File: src/rtl/isdu_param.sv
// LC-3 instruction sequencer / decoder.
// Drives the datapath loads, gates and mux selects and the SRAM strobes for fetch, decode and execute.
// Every SRAM access is timed by a shared counter that is cleared whenever a memory state is entered.
// The counter either counts MEM_WAIT cycles or, with USE_READY, waits for Mem_Ready up to a timeout.
//
//  state       | meaning
//  ------------+------------------------------------------------------------
//  S_HALTED    | idle, all outputs low, waits for Run
//  S_FETCH_MAR | MAR <- PC, PC <- PC+1
//  S_FETCH_RD  | instruction read, Mem_OE held for the access
//  S_FETCH_IR  | IR <- MDR
//  S_DECODE    | BEN latched, dispatch on opcode
//  S_ADD       | DR <- SR1 + SR2/imm5
//  S_AND       | DR <- SR1 & SR2/imm5
//  S_NOT       | DR <- ~SR1
//  S_BR        | branch test on BEN
//  S_BR_TAKEN  | PC <- PC + offset9
//  S_JMP       | PC <- BaseR
//  S_JSR_R7    | R7 <- PC
//  S_JSR_PC    | PC <- PC + offset11
//  S_EA        | MAR <- effective address (BaseR+offset6 or PC+offset9)
//  S_MEM_RD    | data read, Mem_OE held for the access
//  S_LD_WB     | DR <- MDR, condition codes updated
//  S_ST_MDR    | MDR <- SR (ALU pass-through)
//  S_MEM_WR    | data write, Mem_WE held for the access
//  S_LEA       | DR <- PC + offset9
//  S_PAUSE1    | LED shows IR, waits for Continue to rise
//  S_PAUSE2    | LED shows IR, waits for Continue to fall
module isdu_param #(
  parameter int MEM_WAIT  = 3,
  parameter int USE_READY = 0,
  parameter int TIMEOUT   = 64,
  parameter int PAUSE_EN  = 1
) (
  input  logic       Clk,
  input  logic       Reset,
  input  logic       Run,
  input  logic       Continue,
  input  logic [3:0] Opcode,
  input  logic       IR_5,
  input  logic       IR_11,
  input  logic       BEN,
  input  logic       Mem_Ready,
  output logic       LD_MAR,
  output logic       LD_MDR,
  output logic       LD_IR,
  output logic       LD_BEN,
  output logic       LD_CC,
  output logic       LD_REG,
  output logic       LD_PC,
  output logic       LD_LED,
  output logic       GatePC,
  output logic       GateMDR,
  output logic       GateALU,
  output logic       GateMARMUX,
  output logic [1:0] PCMUX,
  output logic       DRMUX,
  output logic       SR1MUX,
  output logic       SR2MUX,
  output logic       ADDR1MUX,
  output logic [1:0] ADDR2MUX,
  output logic [1:0] ALUK,
  output logic       Mem_OE,
  output logic       Mem_WE,
  output logic       Fault
);

  typedef enum logic [4:0] {
    S_HALTED, S_FETCH_MAR, S_FETCH_RD, S_FETCH_IR, S_DECODE,
    S_ADD, S_AND, S_NOT, S_BR, S_BR_TAKEN, S_JMP, S_JSR_R7, S_JSR_PC,
    S_EA, S_MEM_RD, S_LD_WB, S_ST_MDR, S_MEM_WR, S_LEA, S_PAUSE1, S_PAUSE2
  } state_t;

  // Counter must hold both the fixed wait length and the ready timeout.
  localparam int CNT_MAX = (TIMEOUT > MEM_WAIT) ? TIMEOUT : MEM_WAIT;
  localparam int CNT_W   = $clog2(CNT_MAX + 1);
  localparam logic [CNT_W-1:0] WAIT_LAST = CNT_W'(MEM_WAIT - 1);
  localparam logic [CNT_W-1:0] TMO_LAST  = CNT_W'(TIMEOUT - 1);

  state_t           state_q, state_d;
  logic [CNT_W-1:0] cnt_q, cnt_d;
  logic             fault_q, fault_d;

  logic acc_done;
  logic acc_tmo;
  logic rd_load;
  logic unused_ir11;

  // JSR always takes the PC-relative form, so IR_11 has no effect on sequencing.
  assign unused_ir11 = IR_11;

  // Access completion, timeout and MDR-load qualifiers shared by all three memory states.
  always_comb begin
    if (USE_READY != 0) begin
      acc_done = Mem_Ready;
      acc_tmo  = !Mem_Ready && (cnt_q == TMO_LAST);
      rd_load  = Mem_Ready;
    end else begin
      acc_done = (cnt_q == WAIT_LAST);
      acc_tmo  = 1'b0;
      rd_load  = (cnt_q != '0) || (MEM_WAIT == 1);
    end
  end

  // State, access counter and sticky fault registers.
  always_ff @(posedge Clk) begin
    if (Reset) begin
      state_q <= S_HALTED;
      cnt_q   <= '0;
      fault_q <= 1'b0;
    end else begin
      state_q <= state_d;
      cnt_q   <= cnt_d;
      fault_q <= fault_d;
    end
  end

  assign Fault = fault_q;

  // Next-state and control outputs; everything defaults low and the counter clears outside memory waits.
  always_comb begin
    state_d    = state_q;
    cnt_d      = '0;
    fault_d    = fault_q;
    LD_MAR     = 1'b0;
    LD_MDR     = 1'b0;
    LD_IR      = 1'b0;
    LD_BEN     = 1'b0;
    LD_CC      = 1'b0;
    LD_REG     = 1'b0;
    LD_PC      = 1'b0;
    LD_LED     = 1'b0;
    GatePC     = 1'b0;
    GateMDR    = 1'b0;
    GateALU    = 1'b0;
    GateMARMUX = 1'b0;
    PCMUX      = 2'b00;
    DRMUX      = 1'b0;
    SR1MUX     = 1'b0;
    SR2MUX     = 1'b0;
    ADDR1MUX   = 1'b0;
    ADDR2MUX   = 2'b00;
    ALUK       = 2'b00;
    Mem_OE     = 1'b0;
    Mem_WE     = 1'b0;

    case (state_q)
      S_HALTED: begin
        if (Run) state_d = S_FETCH_MAR;
      end
      S_FETCH_MAR: begin
        GatePC  = 1'b1;
        LD_MAR  = 1'b1;
        LD_PC   = 1'b1;
        PCMUX   = 2'b00;
        state_d = S_FETCH_RD;
      end
      S_FETCH_RD: begin
        Mem_OE = 1'b1;
        LD_MDR = rd_load;
        if (acc_tmo) begin
          fault_d = 1'b1;
          state_d = S_HALTED;
        end else if (acc_done) begin
          state_d = S_FETCH_IR;
        end else begin
          cnt_d = cnt_q + CNT_W'(1);
        end
      end
      S_FETCH_IR: begin
        GateMDR = 1'b1;
        LD_IR   = 1'b1;
        state_d = S_DECODE;
      end
      S_DECODE: begin
        LD_BEN = 1'b1;
        case (Opcode)
          4'b0001: state_d = S_ADD;
          4'b0101: state_d = S_AND;
          4'b1001: state_d = S_NOT;
          4'b0000: state_d = S_BR;
          4'b1100: state_d = S_JMP;
          4'b0100: state_d = S_JSR_R7;
          4'b0110, 4'b0111, 4'b0010, 4'b0011: state_d = S_EA;
          4'b1110: state_d = S_LEA;
          4'b1101: state_d = (PAUSE_EN != 0) ? S_PAUSE1 : S_FETCH_MAR;
          default: state_d = S_FETCH_MAR;
        endcase
      end
      S_ADD, S_AND, S_NOT: begin
        GateALU = 1'b1;
        LD_REG  = 1'b1;
        LD_CC   = 1'b1;
        SR2MUX  = IR_5;
        ALUK    = (state_q == S_ADD) ? 2'b00 : (state_q == S_AND) ? 2'b01 : 2'b10;
        state_d = S_FETCH_MAR;
      end
      S_BR: begin
        state_d = BEN ? S_BR_TAKEN : S_FETCH_MAR;
      end
      S_BR_TAKEN: begin
        LD_PC    = 1'b1;
        PCMUX    = 2'b01;
        ADDR2MUX = 2'b10;
        state_d  = S_FETCH_MAR;
      end
      S_JMP: begin
        LD_PC    = 1'b1;
        PCMUX    = 2'b01;
        ADDR1MUX = 1'b1;
        state_d  = S_FETCH_MAR;
      end
      S_JSR_R7: begin
        GatePC  = 1'b1;
        LD_REG  = 1'b1;
        DRMUX   = 1'b1;
        state_d = S_JSR_PC;
      end
      S_JSR_PC: begin
        LD_PC    = 1'b1;
        PCMUX    = 2'b01;
        ADDR2MUX = 2'b11;
        state_d  = S_FETCH_MAR;
      end
      S_EA: begin
        // Opcode[2] separates base-relative LDR/STR from PC-relative LD/ST; Opcode[0] marks stores.
        GateMARMUX = 1'b1;
        LD_MAR     = 1'b1;
        ADDR1MUX   = Opcode[2];
        ADDR2MUX   = Opcode[2] ? 2'b01 : 2'b10;
        state_d    = Opcode[0] ? S_ST_MDR : S_MEM_RD;
      end
      S_MEM_RD: begin
        Mem_OE = 1'b1;
        LD_MDR = rd_load;
        if (acc_tmo) begin
          fault_d = 1'b1;
          state_d = S_HALTED;
        end else if (acc_done) begin
          state_d = S_LD_WB;
        end else begin
          cnt_d = cnt_q + CNT_W'(1);
        end
      end
      S_LD_WB: begin
        GateMDR = 1'b1;
        LD_REG  = 1'b1;
        LD_CC   = 1'b1;
        state_d = S_FETCH_MAR;
      end
      S_ST_MDR: begin
        GateALU = 1'b1;
        LD_MDR  = 1'b1;
        SR1MUX  = 1'b1;
        ALUK    = 2'b11;
        state_d = S_MEM_WR;
      end
      S_MEM_WR: begin
        Mem_WE = 1'b1;
        if (acc_tmo) begin
          fault_d = 1'b1;
          state_d = S_HALTED;
        end else if (acc_done) begin
          state_d = S_FETCH_MAR;
        end else begin
          cnt_d = cnt_q + CNT_W'(1);
        end
      end
      S_LEA: begin
        GateMARMUX = 1'b1;
        ADDR2MUX   = 2'b10;
        LD_REG     = 1'b1;
        LD_CC      = 1'b1;
        state_d    = S_FETCH_MAR;
      end
      S_PAUSE1: begin
        LD_LED = 1'b1;
        if (Continue) state_d = S_PAUSE2;
      end
      S_PAUSE2: begin
        LD_LED = 1'b1;
        if (!Continue) state_d = S_FETCH_MAR;
      end
      default: begin
        state_d = S_FETCH_MAR;
      end
    endcase
  end

endmodule

File: config.mk
export PLATFORM = sky130hd
export DESIGN_NAME = isdu_param
export DESIGN_NICKNAME = d
export VERILOG_FILES = /design/src/rtl/isdu_param.sv
export SDC_FILE = /design/constraint.sdc
export NUM_CORES = 1
export LEC_CHECK = 0
export BUFFER_PORTS_ARGS = -buffer_cell sky130_fd_sc_hd__buf_2
export CAP_MARGIN = 0
export CORE_MARGIN = 2
export CORE_UTILIZATION = 51
export DETAILED_ROUTE_END_ITERATION = 10
export HOLD_SLACK_MARGIN = 0.06
export PLACE_DENSITY = 0.79
export SLEW_MARGIN = 20
export SYNTH_ARGS = -nofsm -noshare
export SYNTH_HDL_FRONTEND = slang
export SYNTH_SLANG_ARGS = --single-unit
File: constraint.sdc
create_clock -name Clk -period 2.5 [get_ports Clk]
set_input_delay 0.375 -clock Clk [delete_from_list [all_inputs] [get_ports Clk]]
set_output_delay 0.375 -clock Clk [all_outputs]
set_load 0.1 [all_outputs]
* Word-level counts from Yosys, hierarchy flattened
Memory sizes are Yosys's and may differ from the RTL's.
Index checks and enable logic that the tools add are counted.
Widths: inputs -> output; s select.
** Word-level totals
- Bits in registers :: 12
- Bits in latches :: 0
- RAM bits :: 0
- Bits in read-only memories :: 80
- Output and inout port bits :: 25
- Memories kept :: 1
** Cells by class
- Add/sub/neg operators :: 1
- Multipliers :: 0
- Div/mod/pow operators :: 0
- $lt $le $gt $ge :: 0
- Equality and inequality tests :: 27
- Shifts and indexed selects :: 0
- Muxes and demuxes :: 33
- Bitwise gates (word level) :: 1
- Reduce and logical (&&, ||, !) cells :: 18
** Memory list
- (no name shown) :: words 16, width 5, read ports 1, clocked after Yosys merged registers in 0, write ports 0, RTL line 177 : case (Opcode)
** Operators by type and width (number)
- $pmux 5 s13 :: 1
- $eq 5x4->1 const B :: 8
- $mux 5 :: 7
- $eq 5x5->1 const B :: 5
- $eq 5x3->1 const B :: 4
- $mux 1 :: 17
- $reduce_or 2->1 :: 7
- $ne 2x2->1 const B :: 6
- $reduce_or 3->1 :: 4
- $eq 5x2->1 const B :: 2
- $reduce_or 4->1 :: 2
- $add 7x1->7 const B :: 1
- $eq 7x2->1 const B :: 1
- $reduce_bool 7->1 :: 1
- $mux 2 :: 3
- $pmux 2 s3 :: 1
- $reduce_and 6->1 :: 1
- $reduce_or 6->1 :: 1
- $eq 5x1->1 const B :: 1
- $logic_not 5->1 :: 1
- $reduce_or 5->1 :: 1
- $mux 4 :: 1
- $pmux 1 s2 :: 2
- $pmux 2 s2 :: 1
- $not 1->1 :: 1

* Depth between registers and ports, before layout
Gate-level depths: netlist (run 1).
- Word-level depth :: 4
- Gate-level depth with buffers :: 7
- Gate-level depth less buffers :: 7

* Least setup slack after synthesis (run 1)
Ideal clock, no wire load.
- Path type :: register to output
- Start :: register state_q[2]
- End :: output port ALUK[0]
- Arrival time :: 3.247 ns
- Path slack :: -1.122 ns
- Cell stages (with the launch flop) :: 6
- Cells stage by stage :: dfxtp_1 clkbuf_1 buf_1 nand2_1 o22a_1 nor3_1
** On the way
- Cells in the longest elaborated chain, start to end :: 4
- Elaborated cells between the ends (all ways) :: 8
** Ends and longest elaborated chain
- start, declared :: RTL line 80 : state_t state_q, state_d;
- start signal, assigned :: RTL line 112 : state_q <= state_d;
- $eq 5x3->1 :: RTL line 147, 195
- $mux 2 (2 in series) :: RTL line 195 : ALUK = (state_q == S_ADD) ? 2'b00 : (state_q == S_AND) ? 2'b01 : 2'b10;
- $pmux 2 s2 (*) :: RTL line 147 : case (state_q)
- end, declared :: RTL line 62 : output logic [1:0] ALUK,
Mark *: on every way between the ends. The rest lies on a longest branch, timed or not.

* Worst setup path after layout (run 1)
- Start :: register state_q[2]
- End :: output port LD_REG
** On the way
- Cells in the longest elaborated chain, start to end :: 3
- Elaborated cells between the ends (all ways) :: 8
** Ends and longest elaborated chain
- $eq 5x3->1 (tied with other cells) :: RTL line 147
- $reduce_or 6->1 (no line) (*)
- $mux 1 (*) :: RTL line 147
- end, declared :: RTL line 49 : output logic LD_REG,
Marks and branches as above.

==> impl_results.html, run 1 <==
<table>
<tr><th>Metric</th><th>Value</th></tr>
<tr><th colspan="2">Critical path</th></tr>
<tr><td>Crit path max fanout</td><td>11</td></tr>
<tr><td>Critical path data required time</td><td>2.12 ns</td></tr>
<tr><td>Depth of the worst register-to-register path</td><td>5</td></tr>
<tr><td>Critical Setup Path Class</td><td>reg -&gt; out</td></tr>
<tr><td>Startpoint type of the worst setup path</td><td>flip-flop</td></tr>
<tr><td>CP endpoint kind</td><td>primary output</td></tr>
<tr><td>Arrival time of data at the critical path endpoint</td><td>2.06 ns</td></tr>
<tr><th colspan="2">Yosys</th></tr>
<tr><td>Total standard cell area after synthesis</td><td>1230 um^2</td></tr>
<tr><td>Number of synthesized flops with an enable pin</td><td>0</td></tr>
<tr><td>Number of cells produced by synthesis</td><td>179</td></tr>
<tr><td>Number of warnings reported in the yosys synthesis log</td><td>0</td></tr>
<tr><td>Number of storage elements in the synthesis netlist</td><td>12</td></tr>
<tr><td>Post-synthesis sequential area ratio</td><td>19.5%</td></tr>
<tr><td>Synth unique cells</td><td>45</td></tr>
<tr><td>Share of synthesized registers carrying an async set or reset</td><td>0%</td></tr>
<tr><td>Main synth FF type</td><td>sky130_fd_sc_hd__dfxtp_1</td></tr>
<tr><td>Mean instance size in the synthesized netlist</td><td>6.90 um^2</td></tr>
<tr><th colspan="2">Flow run</th></tr>
<tr><td>Max-cap check violation count</td><td>0</td></tr>
<tr><th colspan="2">Global routing</th></tr>
<tr><td>Global-route wire length before repair</td><td>5620 um</td></tr>
<tr><td>Vias in the first global route</td><td>1303</td></tr>
<tr><td>Total global routing overflow</td><td>0</td></tr>
<tr><td>Largest net degree at the start of global routing</td><td>26</td></tr>
<tr><td>Initial antenna violation count</td><td>0</td></tr>
<tr><td>Global routing usage summed across all routing layers</td><td>26.8%</td></tr>
<tr><th colspan="2">Layout</th></tr>
<tr><td># nets final</td><td>229</td></tr>
<tr><td>Commonest non-fill, non-tap cell in the layout</td><td>sky130_fd_sc_hd__nor2_1</td></tr>
<tr><td>Layout Area Growth over Synthesis</td><td>39.5%</td></tr>
<tr><td>Final Util</td><td>76.4%</td></tr>
<tr><td>Diodes inserted</td><td>0</td></tr>
<tr><td>Share of post-route cells with drive strength above 1</td><td>32.1%</td></tr>
<tr><td>Register area</td><td>240 um^2</td></tr>
<tr><td>Fill count</td><td>168</td></tr>
<tr><td>Top library cells by usage in the layout, fill and taps aside</td><td>sky130_fd_sc_hd__nor2_1 (23), sky130_fd_sc_hd__buf_2 (19), sky130_fd_sc_hd__buf_12 (13)</td></tr>
<tr><td>Area of combinational cells with multiple inputs</td><td>977 um^2</td></tr>
<tr><th colspan="2">Floorplanning</th></tr>
<tr><td>Die width</td><td>53.2 um</td></tr>
<tr><td>Die area</td><td>2830 um^2</td></tr>
<tr><td>Ports placed on the boundary</td><td>37</td></tr>
<tr><td>Core Footprint</td><td>2250 um^2</td></tr>
<tr><td>Initial core utilization</td><td>54.8%</td></tr>
<tr><td>Overall die height</td><td>53.2 um</td></tr>
<tr><td># rows</td><td>17</td></tr>
<tr><th colspan="2">CTS</th></tr>
<tr><td>Root cell of the clock tree</td><td>sky130_fd_sc_hd__clkbuf_4</td></tr>
<tr><td>Clock-pin slew of the registers on the worst-case setup and hold paths</td><td>0.08 ns</td></tr>
<tr><td>Number of levels the H-tree was split into</td><td>1</td></tr>
<tr><td>TritonCTS clock tree</td><td>done</td></tr>
<tr><td>Worst-skew pair later-pin latency</td><td>0.28 ns</td></tr>
<tr><td>Post-CTS Setup Inserts</td><td>0</td></tr>
<tr><td>Total CTS buffers</td><td>3</td></tr>
<tr><td>Clk buf depth</td><td>2</td></tr>
<tr><td>Num Clock Sinks</td><td>12</td></tr>
<tr><th colspan="2">Route</th></tr>
<tr><td>Starting DRC count in detailed routing</td><td>73</td></tr>
<tr><td>DR DRC count</td><td>0</td></tr>
<tr><td>Number of routed nets with antenna violations</td><td>0</td></tr>
<tr><td>Wire length on met2</td><td>1710 um</td></tr>
<tr><td>Post-DR vias/cell</td><td>6.00</td></tr>
<tr><td>Initial DRT Pass Iterations</td><td>5</td></tr>
<tr><td>Total detailed-routing wirelength</td><td>3510 um</td></tr>
<tr><td>Highest metal layer used by the detailed router</td><td>met4</td></tr>
<tr><td>Routed length per instance</td><td>14.8 um</td></tr>
<tr><td>Total via count after detailed routing</td><td>1422</td></tr>
<tr><td>M1 wire length</td><td>1430 um</td></tr>
<tr><td>WL met3</td><td>306 um</td></tr>
<tr><th colspan="2">Timing</th></tr>
<tr><td>Setup repair after global routing missed its margin</td><td>no</td></tr>
<tr><td>Min Hold Slack</td><td>0.355 ns</td></tr>
<tr><td>Worst-margin pin slew</td><td>0.487 ns</td></tr>
<tr><td>Number of endpoints failing setup at the final stage</td><td>0</td></tr>
<tr><td>Final number of hold-violating endpoints</td><td>0</td></tr>
<tr><td>Final Skew</td><td>0.00448 ns</td></tr>
<tr><td>Count of pins over their slew limit</td><td>0</td></tr>
<tr><td>Worst relative slew slack</td><td>67.2%</td></tr>
<tr><td>Highest clock rate</td><td>0.410 GHz</td></tr>
<tr><td>Clock period minus final worst setup slack</td><td>2.44 ns</td></tr>
<tr><td>Final worst-path cycle share</td><td>97.5%</td></tr>
<tr><th colspan="2">Pwr</th></tr>
<tr><td>Maximum VDD drop</td><td>1.07 mV</td></tr>
<tr><td>Switching power summed over all nets</td><td>1350 uW</td></tr>
<tr><td>Share of total power in the clock network</td><td>7.3%</td></tr>
<tr><td>P per Cell Area</td><td>1270 nW/um^2</td></tr>
<tr><td>Total internal power</td><td>837 uW</td></tr>
<tr><td>Portion of total power attributed to combinational logic</td><td>80.6%</td></tr>
<tr><td>Switching share of power</td><td>61.8%</td></tr>
<tr><td>Leakage</td><td>0.000712 uW</td></tr>
<tr><td>Sequential cell fraction of total power</td><td>12.1%</td></tr>
<tr><th colspan="2">Placement</th></tr>
<tr><td>Detail Placement HPWL</td><td>2790 um</td></tr>
<tr><td>Total of buffers placed on input and output ports</td><td>32</td></tr>
<tr><td>Routability-driven placement congestion ratio</td><td>0.904</td></tr>
<tr><th colspan="2">Worst hold path</th></tr>
<tr><td>Count of cells along the worst hold path</td><td>2</td></tr>
<tr><td>Worst hold-check path type</td><td>in -&gt; reg</td></tr>
<tr><th colspan="2">Status</th></tr>
<tr><td>Outcome</td><td>complete, no violations</td></tr>
</table>
-- power by group through the flow --
stage	Combinational (uW)	Clock [uW]	Sequential [uW]
global route	1860	168	270
floorplan	1350	0	247
finish	1760	160	266
global placement	1700	0	264
detailed placement	1750	0	268
CTS	1750	160	264
-- cells by family (layout without fill, tap and decap cells) --
| kind of cell | count (synthesis) | after routing | synth area share (%) |
|---|---|---|---|
| other | 1 | 2 | 0.304 |
| AO/OA/AOI/OAI | 39 | 39 | 21.4 |
| buffers and inverters | 22 | 51 | 7.60 |
| XOR/XNOR | 8 | 8 | 5.67 |
| AND/OR/NAND/NOR | 87 | 87 | 36.1 |
| multiplexers | 2 | 2 | 1.62 |
| flip-flops | 12 | 12 | 19.5 |
| adder cells (fa/ha/maj) | 8 | 8 | 7.90 |
-- worst max-delay path, cell delays in order (launching register included) --
cell                      delay, ns
sky130_fd_sc_hd__dfxtp_1       0.42
sky130_fd_sc_hd__or3b_2        0.59
sky130_fd_sc_hd__or3_4         0.39
sky130_fd_sc_hd__nand2_4       0.09
sky130_fd_sc_hd__or2_4         0.12
sky130_fd_sc_hd__buf_12        0.16
-- flip-flops by register name, summed over array words and instances, names as in the netlist --
register and cells:
cnt_q 7, state_q 5
-- routing by layer --
layer	global-route usage, %	up-vias
met4	11.1	0
met5	0	-
met2	46.3	82
li1	-	677
met3	7.34	12
met1	30.5	651
-- layout make-up --
type	instances	area share [%]
Clock buffer	4	2.11
Tap cell	28	2.03
Timing Repair Buffer	38	23.2
Sequential cell	12	13.9
Multi-Input combinational cell	146	56.7
Inverter	9	1.96
-- repair_timing --
action / CTS / global route
hold buffers: 0 / 0
endpoints found under the hold margin: 0 / 0
gates resized for setup: 0 / 1
endpoints found under the setup margin: 0 / 2
-- synth_stat cells, types with 3 or more instances --
cell	count	area share [%]
sky130_fd_sc_hd__nor2_1	28	8.5
sky130_fd_sc_hd__o21ai_0	7	2.8
sky130_fd_sc_hd__ha_1	7	7.1
sky130_fd_sc_hd__nand3_1	6	2.4
sky130_fd_sc_hd__nor3_1	7	2.8
sky130_fd_sc_hd__a21oi_1	13	5.3
sky130_fd_sc_hd__nand2b_1	7	3.5
sky130_fd_sc_hd__dfxtp_1	12	19
sky130_fd_sc_hd__clkbuf_1	6	1.8
sky130_fd_sc_hd__and3_1	4	2.0
sky130_fd_sc_hd__nor2b_1	3	1.5
sky130_fd_sc_hd__xnor2_1	6	4.3
sky130_fd_sc_hd__nand2_1	13	4.0
sky130_fd_sc_hd__or2_2	4	2.0
sky130_fd_sc_hd__inv_1	9	2.7
sky130_fd_sc_hd__a211oi_1	3	1.8
sky130_fd_sc_hd__or3_1	4	2.0
sky130_fd_sc_hd__buf_2	3	1.2
-- stage by stage --
| stage | instance area, um^2 | setup TNS (ns) | setup WS (ns) | instances | total power, uW |
|---|---|---|---|---|---|
| final | 1720 | 0 | 0.0631 | 237 | 2190 |
| after global placement | 1680 | 0 | 0.364 | 233 | 1960 |
| after global routing | 1720 | 0 | 0.0228 | 237 | 2300 |
| after CTS | 1720 | 0 | 0.00746 | 237 | 2170 |
| after detailed placement | 1680 | 0 | 0.328 | 233 | 2020 |
| after floorplan | 1310 | -1.25 | -0.932 | 180 | 1590 |
-- final timing paths --
path,start,endpoint,slack [ns]
max,state_q[2]$_SDFFE_PP0P_,LD_REG,0.06
min,Reset,state_q[0]$_SDFFE_PP0P_,0.36
max reg2reg,cnt_q[3]$_SDFF_PP0_,state_q[0]$_SDFFE_PP0P_,0.37
min reg2reg,cnt_q[0]$_SDFF_PP0_,cnt_q[0]$_SDFF_PP0_,0.48
No activity file was read; power rests on OpenSTA's default activity.
==> run 2, diff against run 1 <==
ABC_AREA = 1   (was default)
CORE_UTILIZATION = 50   (was 51)
SLEW_MARGIN = default   (was 20)
==> run 2 against run 1 <==
Cell count grew 8.9%. Synthesized cell count grew 10%. Routed wire length shrank 23%. Critical path type unchanged. Core utilization shrank 15 points.
==> impl_results.html, run 2 <==
<table>
<tr><th>Metric</th><th>Value</th></tr>
<tr><th colspan="2">Timing</th></tr>
<tr><td>Highest clock rate</td><td>0.432 GHz</td></tr>
<tr><td>Min Hold Slack</td><td>0.338 ns</td></tr>
<tr><td>Post-layout worst setup margin</td><td>0.186 ns</td></tr>
<tr><td>Clock period minus final worst setup slack</td><td>2.31 ns</td></tr>
<tr><td>Number of endpoints failing setup at the final stage</td><td>0</td></tr>
<tr><td>Final number of hold-violating endpoints</td><td>0</td></tr>
<tr><td>Final worst-path cycle share</td><td>92.6%</td></tr>
<tr><td>Setup repair after global routing missed its margin</td><td>no</td></tr>
<tr><td>Final Skew</td><td>0.00229 ns</td></tr>
<tr><td>Sum of negative setup slack</td><td>0 ns</td></tr>
<tr><td>Count of pins over their slew limit</td><td>0</td></tr>
<tr><th colspan="2">Route</th></tr>
<tr><td>Number of routed nets with antenna violations</td><td>0</td></tr>
<tr><td>Total detailed-routing wirelength</td><td>2700 um</td></tr>
<tr><td>Starting DRC count in detailed routing</td><td>42</td></tr>
<tr><td>Total via count after detailed routing</td><td>1285</td></tr>
<tr><td>Routed length per instance</td><td>10.5 um</td></tr>
<tr><td>Initial DRT Pass Iterations</td><td>4</td></tr>
<tr><td>Post-DR vias/cell</td><td>4.98</td></tr>
<tr><td>DR DRC count</td><td>0</td></tr>
<tr><th colspan="2">Global routing</th></tr>
<tr><td>Vias in the first global route</td><td>1042</td></tr>
<tr><td>Total global routing overflow</td><td>0</td></tr>
<tr><td>Global-route wire length before repair</td><td>4370 um</td></tr>
<tr><td>Initial antenna violation count</td><td>0</td></tr>
<tr><td>Global routing usage summed across all routing layers</td><td>21.5%</td></tr>
<tr><td>Largest net degree at the start of global routing</td><td>9</td></tr>
<tr><th colspan="2">Layout</th></tr>
<tr><td>Fill count</td><td>234</td></tr>
<tr><td>Most flop-heavy register</td><td>cnt_q</td></tr>
<tr><td>Flip-flop count of the largest register after layout</td><td>7</td></tr>
<tr><td>Registers with the most flip-flops</td><td>cnt_q: 7 flops, state_q: 5 flops</td></tr>
<tr><td>Layout Area Growth over Synthesis</td><td>18.6%</td></tr>
<tr><td>Register area</td><td>240 um^2</td></tr>
<tr><td>Area of combinational cells with multiple inputs</td><td>762 um^2</td></tr>
<tr><td>Top library cells by usage in the layout, fill and taps aside</td><td>sky130_fd_sc_hd__nand2_1 (58), sky130_fd_sc_hd__buf_2 (32), sky130_fd_sc_hd__inv_1 (31)</td></tr>
<tr><td># nets final</td><td>251</td></tr>
<tr><td>Commonest non-fill, non-tap cell in the layout</td><td>sky130_fd_sc_hd__nand2_1</td></tr>
<tr><td>Share of post-route cells with drive strength above 1</td><td>22.2%</td></tr>
<tr><td>Diodes inserted</td><td>0</td></tr>
<tr><th colspan="2">CTS</th></tr>
<tr><td>Worst-skew pair later-pin latency</td><td>0.27 ns</td></tr>
<tr><td>Clock-pin slew of the registers on the worst-case setup and hold paths</td><td>0.07 ns</td></tr>
<tr><td>CTS-repair resized insts</td><td>0</td></tr>
<tr><td>TritonCTS clock tree</td><td>done</td></tr>
<tr><td>Root cell of the clock tree</td><td>sky130_fd_sc_hd__clkbuf_4</td></tr>
<tr><td>Post-CTS Setup Inserts</td><td>0</td></tr>
<tr><td>Clk buf depth</td><td>2</td></tr>
<tr><td>Number of levels the H-tree was split into</td><td>1</td></tr>
<tr><td>Cts-stage hold buffer count</td><td>0</td></tr>
<tr><td>Num Clock Sinks</td><td>12</td></tr>
<tr><td>Total CTS buffers</td><td>3</td></tr>
<tr><th colspan="2">Floorplanning</th></tr>
<tr><td>Ports placed on the boundary</td><td>37</td></tr>
<tr><td>Die area</td><td>2680 um^2</td></tr>
<tr><td>Overall die height</td><td>51.7 um</td></tr>
<tr><td>Die width</td><td>51.7 um</td></tr>
<tr><td>Initial core utilization</td><td>52.0%</td></tr>
<tr><td># rows</td><td>17</td></tr>
<tr><td>Core Footprint</td><td>2190 um^2</td></tr>
<tr><th colspan="2">Yosys</th></tr>
<tr><td>Share of synthesized registers carrying an async set or reset</td><td>0%</td></tr>
<tr><td>Compound-cell area share of the yosys netlist</td><td>8.45%</td></tr>
<tr><td>Synth unique cells</td><td>27</td></tr>
<tr><td>Number of cells produced by synthesis</td><td>197</td></tr>
<tr><td>Synth Area in Simple Gates</td><td>47.3%</td></tr>
<tr><td>Arithmetic-cell share of the synthesized area counting full adders, half adders and majority gates</td><td>7.68%</td></tr>
<tr><td>Leading area contributor after synthesis</td><td>sky130_fd_sc_hd__dfxtp_1</td></tr>
<tr><td>Cell with the most instances after synthesis</td><td>sky130_fd_sc_hd__nand2_1</td></tr>
<tr><td>Synth Area in XOR/XNOR</td><td>1.54%</td></tr>
<tr><td>Largest cells by area after synthesis</td><td>sky130_fd_sc_hd__dfxtp_1 (21%), sky130_fd_sc_hd__nand2_1 (19%), sky130_fd_sc_hd__inv_1 (10%)</td></tr>
<tr><td>Dominant combinational cell family by area after synthesis</td><td>simple AND/OR/NAND/NOR gates</td></tr>
<tr><td>Mean instance size in the synthesized netlist</td><td>5.79 um^2</td></tr>
<tr><td>Most used standard cells in the synthesized netlist</td><td>sky130_fd_sc_hd__nand2_1 (59), sky130_fd_sc_hd__inv_1 (31), sky130_fd_sc_hd__nand3_1 (23)</td></tr>
<tr><td>Number of synthesized flops with an enable pin</td><td>0</td></tr>
<tr><td>Share of synthesized area spent on multiplexers</td><td>0%</td></tr>
<tr><td>Total standard cell area after synthesis</td><td>1140 um^2</td></tr>
<tr><td>Main synth FF type</td><td>sky130_fd_sc_hd__dfxtp_1</td></tr>
<tr><td>Number of warnings reported in the yosys synthesis log</td><td>0</td></tr>
<tr><td>Number of storage elements in the synthesis netlist</td><td>12</td></tr>
<tr><td>Area share of the largest cell type after synthesis</td><td>21.1%</td></tr>
<tr><td>Post-synthesis sequential area ratio</td><td>21.1%</td></tr>
<tr><th colspan="2">Pwr</th></tr>
<tr><td>Maximum VDD drop</td><td>0.748 mV</td></tr>
<tr><td>P per Cell Area</td><td>798 nW/um^2</td></tr>
<tr><td>Leakage</td><td>0.000838 uW</td></tr>
<tr><td>Total design power</td><td>1080 uW</td></tr>
<tr><th colspan="2">Critical path</th></tr>
<tr><td>Depth of the worst register-to-register path</td><td>8</td></tr>
<tr><td>Startpoint type of the worst setup path</td><td>flip-flop</td></tr>
<tr><td>Capture instance of the worst register-to-register path</td><td>state_q[0]$_SDFFE_PP0P_</td></tr>
<tr><td>Critical Setup Path Class</td><td>reg -&gt; out</td></tr>
<tr><td>Setup slack on the worst flop-to-flop path</td><td>0.82 ns</td></tr>
<tr><td>Startpoint of the lowest-slack register-to-register path</td><td>state_q[1]$_SDFFE_PP0P_</td></tr>
<tr><td>Critical path data required time</td><td>2.12 ns</td></tr>
<tr><td>CP endpoint kind</td><td>primary output</td></tr>
<tr><td>Arrival time of data at the critical path endpoint</td><td>1.94 ns</td></tr>
<tr><td>Crit path max fanout</td><td>7</td></tr>
<tr><td>CP Launch Point</td><td>state_q[1]$_SDFFE_PP0P_</td></tr>
<tr><th colspan="2">Placement</th></tr>
<tr><td>Worst setup slack before clock tree synthesis</td><td>0.533 ns</td></tr>
<tr><td>Routability-driven placement congestion ratio</td><td>0.911</td></tr>
<tr><td>Total of buffers placed on input and output ports</td><td>32</td></tr>
<tr><td>Detail Placement HPWL</td><td>2210 um</td></tr>
<tr><th colspan="2">Flow run</th></tr>
<tr><td>Max-cap check violation count</td><td>0</td></tr>
<tr><th colspan="2">Status</th></tr>
<tr><td>Outcome</td><td>complete, no violations</td></tr>
<tr><th colspan="2">Worst hold path</th></tr>
<tr><td>Count of cells along the worst hold path</td><td>2</td></tr>
<tr><td>Worst hold-check path type</td><td>in -&gt; reg</td></tr>
<tr><td>Worst min-delay path endpoint</td><td>state_q[3]$_SDFFE_PP0P_</td></tr>
<tr><td>Worst hold path startpoint</td><td>Reset</td></tr>
</table>
-- run 2: changes by cell type in the layout (fill, tap and decap cells not counted), moves of 5 or more --
cell	before	now
sky130_fd_sc_hd__nand2_1	12	58
sky130_fd_sc_hd__buf_4	6	1
sky130_fd_sc_hd__nand3_1	6	23
sky130_fd_sc_hd__buf_2	19	32
sky130_fd_sc_hd__nand2b_1	7	0
sky130_fd_sc_hd__inv_1	9	31
sky130_fd_sc_hd__xnor2_1	6	1
sky130_fd_sc_hd__buf_12	13	0
-- run 2: kinds of logic (layout without fill, tap and decap cells) --
kind of cell    Yosys count  in the layout
other cells               1              2
simple gates            121            121
compound gates           17             17
xor+xnor                  2              2
flops                    12             12
buf+inv                  37             69
fa+ha+maj                 7              7
-- run 2: power breakdown --
part	switching (uW)	leakage [uW]	internal (uW)	total, uW
registers	32.3	0.0000972	211	244
logic	583	0.000728	138	720
clock network	59.2	0.0000138	55.8	115
total	674	0.000838	405	1080
-- run 2: worst max path at each step --
stage	cells past startpoint	endpoint
floorplan	4	SR2MUX
global placement	4	LD_MDR
detailed placement	4	ALUK[1]
CTS	4	LD_MDR
global route	4	LD_MDR
finish	4	ALUK[1]
-- run 2: layer usage --
metal / track usage (%) / vias to the layer above / share of wire [%]
met5: 0 / - / 0
met4: 3.95 / 0 / 0
met3: 5.75 / 0 / 5.9
met2: 35.0 / 31 / 48
met1: 28.7 / 569 / 46
li1: - / 685 / -
-- run 2: critical path, stage by stage (launching register included) --
cell and delay [ns]:
sky130_fd_sc_hd__dfxtp_1 0.37, sky130_fd_sc_hd__nor2_1 0.38, sky130_fd_sc_hd__nand3_1 0.34, sky130_fd_sc_hd__nand2_1 0.14, sky130_fd_sc_hd__buf_2 0.43
-- run 2: layout make-up --
class / count / area share, %
Multi-Input combinational cell: 149 / 56.4
Sequential cell: 12 / 17.8
Timing Repair Buffer: 33 / 12.4
Inverter: 33 / 9.17
Tap cell: 28 / 2.59
Clock buffer: 3 / 1.67
-- run 2: stage by stage --
stage / instance area, um^2 / instances / util (%)
after floorplan: 1160 / 198 / -
after global placement: 1330 / 255 / 60.7
final: 1350 / 258 / 61.7
after global routing: 1350 / 258 / 61.7
after CTS: 1350 / 258 / 61.7
after detailed placement: 1330 / 255 / 60.7
==> run 3, diff against run 2 <==
--- a/config.mk
+++ b/config.mk
@@ -14,2 +14,3 @@
 export HOLD_SLACK_MARGIN = 0.06
+export MAX_ROUTING_LAYER = met4
 export PLACE_DENSITY = 0.79
--- a/constraint.sdc
+++ b/constraint.sdc
@@ -3,2 +3,2 @@
 set_output_delay 0.375 -clock Clk [all_outputs]
-set_load 0.1 [all_outputs]
+set_load 0.01 [all_outputs]
==> run 3 against run 2 <==
Die area did not move. Via count rose by 1.2%. Cell area fell by 0.56%. Global-route usage fell by 1.7 points. First-iteration DRC count fell by 24%. Cell count did not move. Largest power group unchanged. Register-to-register slack improved by 0.03 ns. Critical path type unchanged.
==> impl_results.html, run 3 (synthesized netlist as in run 2, its figures left out) <==
<table>
<tr><th>Metric</th><th>Value</th></tr>
<tr><th colspan="2">Timing</th></tr>
<tr><td>Clock period minus final worst setup slack</td><td>2.03 ns</td></tr>
<tr><td>Final worst-path cycle share</td><td>81.3%</td></tr>
<tr><td>Setup repair after global routing missed its margin</td><td>no</td></tr>
<tr><td>Final number of hold-violating endpoints</td><td>0</td></tr>
<tr><td>Number of endpoints failing setup at the final stage</td><td>0</td></tr>
<tr><td>Sum of negative setup slack</td><td>0 ns</td></tr>
<tr><td>Final Skew</td><td>0.00348 ns</td></tr>
<tr><td>Post-layout worst setup margin</td><td>0.468 ns</td></tr>
<tr><td>Count of pins over their slew limit</td><td>0</td></tr>
<tr><td>Highest clock rate</td><td>0.492 GHz</td></tr>
<tr><th colspan="2">Global routing</th></tr>
<tr><td>Largest net degree at the start of global routing</td><td>10</td></tr>
<tr><td>Global routing usage summed across all routing layers</td><td>19.8%</td></tr>
<tr><td>Total global routing overflow</td><td>0</td></tr>
<tr><td>Vias in the first global route</td><td>943</td></tr>
<tr><td>Global-route wire length before repair</td><td>3900 um</td></tr>
<tr><td>Initial antenna violation count</td><td>0</td></tr>
<tr><th colspan="2">Layout</th></tr>
<tr><td>Flip-flop count of the largest register after layout</td><td>7</td></tr>
<tr><td>Share of post-route cells with drive strength above 1</td><td>20.9%</td></tr>
<tr><td>Commonest non-fill, non-tap cell in the layout</td><td>sky130_fd_sc_hd__nand2_1</td></tr>
<tr><td>Final standard cell area without fillers</td><td>1340 um^2</td></tr>
<tr><td>Top library cells by usage in the layout, fill and taps aside</td><td>sky130_fd_sc_hd__nand2_1 (59), sky130_fd_sc_hd__buf_2 (32), sky130_fd_sc_hd__inv_1 (31)</td></tr>
<tr><td>Most flop-heavy register</td><td>cnt_q</td></tr>
<tr><td>Registers with the most flip-flops</td><td>cnt_q: 7 flops, state_q: 5 flops</td></tr>
<tr><td>Diodes inserted</td><td>0</td></tr>
<tr><td>Layout Area Growth over Synthesis</td><td>17.9%</td></tr>
<tr><td># nets final</td><td>250</td></tr>
<tr><th colspan="2">Floorplanning</th></tr>
<tr><td>Die width</td><td>51.7 um</td></tr>
<tr><td># rows</td><td>17</td></tr>
<tr><td>Initial core utilization</td><td>52.0%</td></tr>
<tr><td>Overall die height</td><td>51.7 um</td></tr>
<tr><td>Die area</td><td>2680 um^2</td></tr>
<tr><td>Core Footprint</td><td>2190 um^2</td></tr>
<tr><td>Ports placed on the boundary</td><td>37</td></tr>
<tr><th colspan="2">Flow run</th></tr>
<tr><td>Max-cap check violation count</td><td>0</td></tr>
<tr><th colspan="2">Status</th></tr>
<tr><td>Outcome</td><td>complete, no violations</td></tr>
<tr><th colspan="2">CTS</th></tr>
<tr><td>TritonCTS clock tree</td><td>done</td></tr>
<tr><td>Post-CTS Setup Inserts</td><td>0</td></tr>
<tr><td>Num Clock Sinks</td><td>12</td></tr>
<tr><td>Clock-pin slew of the registers on the worst-case setup and hold paths</td><td>0.07 ns</td></tr>
<tr><td>Number of levels the H-tree was split into</td><td>1</td></tr>
<tr><td>Root cell of the clock tree</td><td>sky130_fd_sc_hd__clkbuf_4</td></tr>
<tr><td>Cts-stage hold buffer count</td><td>0</td></tr>
<tr><td>Worst-skew pair later-pin latency</td><td>0.27 ns</td></tr>
<tr><td>Total CTS buffers</td><td>3</td></tr>
<tr><td>Clk buf depth</td><td>2</td></tr>
<tr><td>CTS-repair resized insts</td><td>0</td></tr>
<tr><th colspan="2">Route</th></tr>
<tr><td>Post-DR vias/cell</td><td>5.04</td></tr>
<tr><td>Number of routed nets with antenna violations</td><td>0</td></tr>
<tr><td>Total detailed-routing wirelength</td><td>2650 um</td></tr>
<tr><td>Starting DRC count in detailed routing</td><td>32</td></tr>
<tr><td>Initial DRT Pass Iterations</td><td>4</td></tr>
<tr><td>DR DRC count</td><td>0</td></tr>
<tr><td>Total via count after detailed routing</td><td>1301</td></tr>
<tr><td>Routed length per instance</td><td>10.3 um</td></tr>
<tr><th colspan="2">Critical path</th></tr>
<tr><td>Critical path data required time</td><td>2.12 ns</td></tr>
<tr><td>Capture point of the critical path</td><td>ADDR2MUX[1]</td></tr>
<tr><td>Depth of the worst register-to-register path</td><td>8</td></tr>
<tr><td>Buf/Inv on CP</td><td>3</td></tr>
<tr><td>CP endpoint kind</td><td>primary output</td></tr>
<tr><td>Number of gates on the worst path with buffers counted</td><td>6</td></tr>
<tr><td>CP Launch Point</td><td>state_q[4]$_SDFFE_PP0P_</td></tr>
<tr><td>Setup slack on the worst flop-to-flop path</td><td>0.85 ns</td></tr>
<tr><td>Largest incremental delay on the critical path</td><td>0.42 ns</td></tr>
<tr><td>Startpoint of the lowest-slack register-to-register path</td><td>state_q[0]$_SDFFE_PP0P_</td></tr>
<tr><td>Capture instance of the worst register-to-register path</td><td>state_q[0]$_SDFFE_PP0P_</td></tr>
<tr><td>Startpoint type of the worst setup path</td><td>flip-flop</td></tr>
<tr><td>Kind of cell with the highest combined delay on the critical path</td><td>buffers and inverters</td></tr>
<tr><td>Cell with the biggest individual delay on the critical path</td><td>sky130_fd_sc_hd__dfxtp_1</td></tr>
<tr><td>Crit path max fanout</td><td>9</td></tr>
<tr><td>Arrival time of data at the critical path endpoint</td><td>1.66 ns</td></tr>
<tr><td>Crit path cell chain</td><td>inv_2 &gt; nand3_1 &gt; nor2_1 &gt; inv_1 &gt; o2111ai_1 &gt; buf_2</td></tr>
<tr><td>Critical Setup Path Class</td><td>reg -&gt; out</td></tr>
<tr><th colspan="2">Placement</th></tr>
<tr><td>Worst setup slack before clock tree synthesis</td><td>0.791 ns</td></tr>
<tr><td>Post-detailed-placement cell area</td><td>1310 um^2</td></tr>
<tr><td>Detail Placement HPWL</td><td>2210 um</td></tr>
<tr><td>Routability-driven placement congestion ratio</td><td>0.907</td></tr>
<tr><td>Total of buffers placed on input and output ports</td><td>32</td></tr>
<tr><th colspan="2">Pwr</th></tr>
<tr><td>Total design power</td><td>799 uW</td></tr>
<tr><td>Share of total power in the clock network</td><td>18.9%</td></tr>
<tr><td>P per Cell Area</td><td>595 nW/um^2</td></tr>
<tr><td>Portion of total power attributed to combinational logic</td><td>50.5%</td></tr>
<tr><td>Total internal power</td><td>436 uW</td></tr>
<tr><td>Switching power summed over all nets</td><td>363 uW</td></tr>
<tr><td>Switching share of power</td><td>45.4%</td></tr>
<tr><td>Leakage</td><td>0.000834 uW</td></tr>
<tr><td>Maximum VDD drop</td><td>0.456 mV</td></tr>
<tr><td>Sequential cell fraction of total power</td><td>30.6%</td></tr>
<tr><th colspan="2">Worst hold path</th></tr>
<tr><td>Worst hold-check path type</td><td>in -&gt; reg</td></tr>
</table>
## run 3: final cells by class
type	count	area (um^2)
Multi-Input combinational cell	149	748
Clock buffer	4	36.3
Tap cell	28	35.0
Fill cell	231	847
Inverter	33	124
Sequential cell	12	240
Timing Repair Buffer	32	160
## run 3: worst min-delay path by stage
stage                              startpoint                 endpoint  slack [ns]  depth (start not counted)
final                                   Reset  state_q[1]$_SDFFE_PP0P_        0.34                          2
after detailed placement  cnt_q[0]$_SDFF_PP0_      cnt_q[0]$_SDFF_PP0_        0.47                          1
after global placement    cnt_q[0]$_SDFF_PP0_      cnt_q[0]$_SDFF_PP0_        0.47                          1
after floorplan                         Reset  state_q[1]$_SDFFE_PP0P_        0.44                          1
after global routing                    Reset  state_q[2]$_SDFFE_PP0P_        0.34                          2
after CTS                               Reset  state_q[1]$_SDFFE_PP0P_        0.33                          2
## run 3: power by group through the flow
stage          clock, uW  sequential [uW]  combinational, uW
2_1_floorplan          0              243                304
3_3_place_gp           0              247                404
3_5_place_dp           0              248                404
4_1_cts              154              244                404
5_1_grt              164              248                458
6_report             151              244                404
## run 3: per-layer routing
layer	routed length [um]	global-route usage, %	vias to the layer above
met5	0	-	-
li1	-	-	685
met1	1310	26.8	579
met4	4	3.07	0
met3	132	4.31	2
met2	1210	31.0	35
## run 3: metrics by stage
step                hold WS, ns  util (%)  cells
floorplan                 0.444         -    198
global placement          0.473      59.7    254
detailed placement        0.473      59.7    254
CTS                       0.328      61.3    258
global route              0.340      61.3    258
finish                    0.338      61.3    258
